[src/rtl/stopwatch_sequencer.sv]
// stopwatch_sequencer
// Control FSM for the lab3b stopwatch. It turns the debounced pause/sel/adj levels
// and the divider tick strobes into one-cycle increment/clear strobes for the
// seconds and minutes counters, and into field-blink enables for the display mux.
// Optional build macro: SW_INPUT_SYNC_EN routes pause/sel/adj through 2-flop
// synchronizers before use, adding two cycles of input latency.
module stopwatch_sequencer #(
   parameter int MODE_W = 4
) (
   input  logic              clk,
   input  logic              reset,
   input  logic              pause,
   input  logic              sel,
   input  logic              adj,
   input  logic              tick_1hz,
   input  logic              tick_2hz,
   input  logic              tick_blink,
   input  logic              sec_at_max,
   output logic              sec_inc,
   output logic              min_inc,
   output logic              cnt_clr,
   output logic              blink_sec,
   output logic              blink_min,
   output logic [MODE_W-1:0] mode
);

   typedef enum logic [MODE_W-1:0] {
      RUN     = MODE_W'(1),
      PAUSED  = MODE_W'(2),
      ADJ_SEC = MODE_W'(4),
      ADJ_MIN = MODE_W'(8)
   } state_t;

   state_t state;
   state_t next_state;
   logic   paused;
   logic   next_paused;
   logic   pause_prev;
   logic   pause_edge;
   logic   phase;
   logic   next_phase;
   logic   pause_use;
   logic   sel_use;
   logic   adj_use;

`ifdef SW_INPUT_SYNC_EN
   logic [1:0] pause_sync;
   logic [1:0] sel_sync;
   logic [1:0] adj_sync;

   // Two-flop synchronizers so asynchronous button levels settle before the FSM sees them
   always_ff @(posedge clk) begin
      if (reset) begin
         pause_sync <= 2'b00;
         sel_sync   <= 2'b00;
         adj_sync   <= 2'b00;
      end else begin
         pause_sync <= {pause_sync[0], pause};
         sel_sync   <= {sel_sync[0], sel};
         adj_sync   <= {adj_sync[0], adj};
      end
   end

   assign pause_use = pause_sync[1];
   assign sel_use   = sel_sync[1];
   assign adj_use   = adj_sync[1];
`else
   assign pause_use = pause;
   assign sel_use   = sel;
   assign adj_use   = adj;
`endif

   // Work out the pause edge, the post-toggle paused flag, the next state and blink phase
   always_comb begin
      pause_edge  = pause_use & ~pause_prev;
      next_paused = paused ^ (pause_edge & ~adj_use);
      next_state  = RUN;
      if (adj_use) begin
         next_state = sel_use ? ADJ_MIN : ADJ_SEC;
      end else if (next_paused) begin
         next_state = PAUSED;
      end
      next_phase = 1'b0;
      if (next_state == ADJ_SEC || next_state == ADJ_MIN) begin
         next_phase = phase ^ tick_blink;
      end
   end

   // State register plus registered strobes; strobes are decided by the state held before the edge
   always_ff @(posedge clk) begin
      if (reset) begin
         state      <= RUN;
         paused     <= 1'b0;
         pause_prev <= 1'b0;
         phase      <= 1'b0;
         sec_inc    <= 1'b0;
         min_inc    <= 1'b0;
         cnt_clr    <= 1'b1;
         blink_sec  <= 1'b0;
         blink_min  <= 1'b0;
      end else begin
         state      <= next_state;
         paused     <= next_paused;
         pause_prev <= pause_use;
         phase      <= next_phase;
         cnt_clr    <= 1'b0;
         blink_sec  <= next_phase & (next_state == ADJ_SEC);
         blink_min  <= next_phase & (next_state == ADJ_MIN);
         case (state)
            RUN: begin
               sec_inc <= tick_1hz;
               min_inc <= tick_1hz & sec_at_max;
            end
            ADJ_SEC: begin
               sec_inc <= tick_2hz;
               min_inc <= 1'b0;
            end
            ADJ_MIN: begin
               sec_inc <= 1'b0;
               min_inc <= tick_2hz;
            end
            default: begin
               sec_inc <= 1'b0;
               min_inc <= 1'b0;
            end
         endcase
      end
   end

   assign mode = state;

endmodule
[config.mk]
export PLATFORM = sky130hd
export DESIGN_NAME = stopwatch_sequencer
export DESIGN_NICKNAME = d
export VERILOG_FILES = /design/src/rtl/stopwatch_sequencer.sv
export SDC_FILE = /design/constraint.sdc
export NUM_CORES = 1
export LEC_CHECK = 0
export ABC_AREA = 1
export ABC_CLOCK_PERIOD_IN_PS = 1000
export BUFFER_PORTS_ARGS = -buffer_cell sky130_fd_sc_hd__buf_2
export CORE_AREA = 2 2 39 41
export CTS_CLUSTER_SIZE = 24
export DETAILED_ROUTE_END_ITERATION = 12
export DIE_AREA = 0 0 41 43
export SLEW_MARGIN = 20
export SYNTH_ARGS = -nofsm -noshare
export SYNTH_HDL_FRONTEND = slang
export SYNTH_SLANG_ARGS = --single-unit
[constraint.sdc]
create_clock -name clk -period 1 [get_ports clk]
set_input_delay 0.2 -clock clk [delete_from_list [all_inputs] [get_ports clk]]
set_output_delay 0.2 -clock clk [all_outputs]
set_load 0.05 [all_outputs]
* After elaboration in Yosys (flattened, before gate mapping)
Cells that the tools add are included.
Cells by class: bitwise operators 9, eq/ne operators 5, muxes and demuxes 7, reductions and logical operators 1
Operators with widths (number):
- equality test 4 x 3 -> 1 bit (second input constant) | 2
- equality test 4 bit (second input constant) | 2
- 2-to-1 mux 4 bit | 2
- bitwise AND 1 bit | 5
- equality test 4 x 1 -> 1 bit (second input constant) | 1
- one-hot mux 1 bit (2 select lines) | 2
- 2-to-1 mux 1 bit | 2
- 2-to-1 mux 2 bit | 1
- NOT 1 bit | 2
- XOR 1 bit | 2
- logical OR 1 bit | 1
Word-level totals: bits of input ports 9, word-level logic and storage cells 31, output and inout port bits 9, flip-flop bits (word level) 12

* Longest topological paths before layout
depth in word-level cells 10, depth in mapped cells 5

* Least setup slack after synthesis
OpenSTA, ideal clock, no wires.
kind register -> register, from reg state[3] (netlist: mode[3]), to reg min_inc, stages on the path, launching flop included 5, data arrival time 1.010 ns, buffers on the path 0, slack -0.080 ns, path through dfxtp_1 > inv_1 > nor2_1 > nand3_1 > a21oi_1
On the way: longest elaborated chain between the ends 2, elaborated cells on any way between the ends 3, those cells by class 2 x eq/ne; 1 x mux
Ends and longest elaborated chain:
- start: declaration | RTL line 34 | state_t state;
- start signal: assignment | RTL line 102 | state <= next_state;
- equality test 4 bit or equality test 4 x 1 -> 1 bit (tied branches) | RTL line 109 | case (state)
- one-hot mux 1 bit (2 select lines) (*) | RTL line 109
- end signal: assignment | RTL line 112 | min_inc <= tick_1hz & sec_at_max;
- end signal: assignment | RTL line 120 | min_inc <= tick_2hz;
- end: declaration | RTL line 20 | output logic min_inc,
Mark *: on every way between the ends. The rest lies on a longest branch, timed or not. A chain may end at the register's enable or synchronous reset.

* Final worst setup path
from reg state[2] (netlist: mode[2]), to out mode[2]
RTL lines:
- end: declaration | RTL line 24 | output logic [MODE_W-1:0] mode
No word-level cell between the ends.

==> metrics.md <==
| Metric | Value |
|---|---|
| Final setup TNS | 0 ps |
| Hold path depth | 1 |
| Count leader, synth | dfxtp_1 |
| Synthesized area per cell | slightly above 8 µm² |
| Commonest cells in the synthesized netlist | dfxtp_1 (12), nor2_1 (9), inv_1 (7), nand2_1 (7), nand3_1 (6) |
| DP Worst Slack | about 160 ps |
| CTS tree | yes |
| Crit path time final | 973.8 ps |
| NumNets Final | 81 |
| DRT iter0 DRCs | 5 |
| Final worst slack | approximately 26 ps |
| H-Tree Depth | 1 |
| Worst slew pin tran | about 220 ps |
| Overflow after GRT | 0 |
| Routed WL | between 700 and 800 µm |
| Initial Util | 0.2966 |
| Yosys top cell by area | dfxtp_1 |
| Final ANT Viol Nets | 0 |
| Final hold violation count | 0 |
| WHS Endpoint | cnt_clr |
| Number of flops mapped to enable cells by yosys | 0 |
| Total power draw | ~0.97 mW |
| Worst reg-to-reg setup slack | 190 ps |
| Placed Cells | a little over 80 |
| Share of the synthesized area in the top cell type | 0.5854 |
| Final period utilization | 0.9738 |
| First-pass GRT wire length | ~1.3 mm |
| All-Layer GR Usage | 0.1129 |
| Synthesized net count | 59 |
| Register area share after synthesis | 0.5854 |
| Hold Slack | between 100 and 150 ps |
| Largest net degree at the start of global routing | 7 |
| Leak pwr | 0.2974 nW |
| Routed len/inst | between 9 and 10 µm |
| DRC | 0 |
| Share of cells above drive strength 1 | 0.3714 |
| Placed Area | about 520 µm² |
| Final core occ | 0.4349 |
| DP HPWL | about 610 µm |
| CP arrival | 770 ps |
| Cell count after synthesis | 50 |
| Final Setup Violations | 0 |
| CTS root buf | clkbuf_4 |
| Synthesized area | 410.4 µm² |
| Reg2reg start | pause_prev |
| Clk sinks | 12 |
| Design Area, Final | about 600 µm² |
| CTS buffer count | 3 |
| Port Buffers | 17 |
| RR Endpoint | mode[1] |
| Die width | ~40 µm |
| TritonRoute pass-1 iters | 4 |
| Vias/cell | roughly 4.4 |
| Core area | 0.001384 mm² |
| Critical path's slowest cell | dfxtp_4 |
| Required time of the critical path | ~800 ps |
| Max Cap Violations | 0 |
| Die area | roughly 0.0018 mm² |
| Fill cells | 147 |
| Worst slew margin | 0.8494 |
| FF/Latch Area | about 250 µm² |
| FF-to-FF path depth | 5 |
| WP buf/inv | 1 |
| Clock slew at reported path FFs | around 70 ps |
| Die height | around 43 µm |
| Nature of the critical path endpoint | primary output |
| Peak VDD IR | roughly 980 µV |
| Slew Viols, Final | 0 |
| Final std cells w/o fill | 86 |
| Power Density | 1609 mW/mm² |
| Vias in the first global route | 370 |
| Startpoint types | flip-flop |
| RSZ-0062 raised after global routing | yes |
| CTS Hold Bufs | 0 |
| Worst hold path class | input pin to flip-flop |
| GP Congestion | 0.8162 |
| ANT cells | 0 |
| Area Overhead vs Synth | 46.65% |
| Main synth FF type | dfxtp_1 |
| Area contributors post-synth | dfxtp_1 (59%), nor2_1 (8.2%), nand3_1 (7.3%), inv_1 (6.4%), nand2_1 (6.4%) |
| Ys async rst share | 0 |
| Critical path's top delay family | flip-flops |
| Outcome | finished, final reports clean |
| Worst setup path class | flip-flop to primary output |
| YS warnings | 0 |
| Via count | 376 |
| Rows | 14 |
| #FFs+latches synth | 12 |
| Peak Freq | approximately 1000 MHz |
| # IOs | 18 |
| Delay of the slowest critical-path stage | ~370 ps |
| Cells along the critical path | buf_8 |
| Multi-input logic area | 140.1 µm² |
| Antenna violations before repair | 0 |
| HP Start | reset |
| Clock Tree Buf Depth | 2 |
| Crit Path Max Fanout | 4 |
| Later-pin clock latency in the skew report | around 260 ps |
| Post-synthesis cell type count | 11 |
| Clock Skews | approximately 2.5 ps |
[how the worst max path moves through the flow]
stage / start / endpoint / slack (ps) / cells past startpoint
2_1_floorplan: mode[0] / min_inc / 100 / 4
3_3_place_gp: adj / mode[1] / 200 / 6
3_5_place_dp: adj / mode[1] / 160 / 6
4_1_cts: mode[2] / mode[2] / 0.3 / 1
5_1_grt: mode[2] / mode[2] / -10 / 1
6_report: mode[2] / mode[2] / 30 / 1
[placed cells by master (no fill, tap or decap), drive strengths merged]
cell / instances
nor3: 2
nand3b: 2
nand3: 6
a21oi: 2
xnor2: 1
buf: 17
dfxtp: 12
nand2: 7
nor2: 10
inv: 8
clkbuf: 3
[worst reg2reg max path, stage by stage (launching register included)]
cell	delay (ps)
dfxtp_1	310
nor2_2	110
nand2_1	90
nand2_1	70
nand3_1	80
nor2_1	90
[report_power, final]
group / internal, mW / switching (mW) / total [mW]
Clock: 0.139 / 0.136 / 0.275
Sequential: 0.502 / 0.0159 / 0.518
Combinational: 0.0663 / 0.109 / 0.175
Total: 0.707 / 0.261 / 0.968
[cell families (layout without fill, tap and decap cells)]
group | count (synthesis) | in the layout | share of synthesized area
XOR/XNOR | 1 | 1 | 0.02135
flip-flops | 12 | 12 | 0.5854
buffers and inverters | 8 | 28 | 0.07317
AO/OA/AOI/OAI | 2 | 2 | 0.02439
AND/OR/NAND/NOR | 27 | 27 | 0.2957
[flip-flops by register name, summed over array words and instances (netlist names)]
signal / flops
phase: 1
mode: 4
paused: 1
pause_prev: 1
sec_inc: 1
blink_min: 1
blink_sec: 1
cnt_clr: 1
min_inc: 1
[routing by layer]
metal  wire length (µm)  part of all wire  track usage  vias to the layer above
met1                319              0.40      0.09446                      161
met5                  0                 0            0                        -
met3                 85              0.11      0.08377                        0
li1                   -                 -            -                      196
met4                  0                 0      0.05333                        0
met2                383              0.49       0.1844                       19
[layout make-up]
type / count / area share
Sequential cell: 12 / 0.4116
Timing Repair Buffer: 17 / 0.2349
Multi-Input combinational cell: 30 / 0.2328
Inverter: 8 / 0.04990
Clock buffer: 3 / 0.03742
Tap cell: 16 / 0.03326
[repair_timing]
item                       in CTS  in global routing
setup buffers                   0                  0
cloned                          0                  0
setup endpoints to repair       9                  5
gates resized for setup        13                  6
Power figures use the tool's default switching activity.
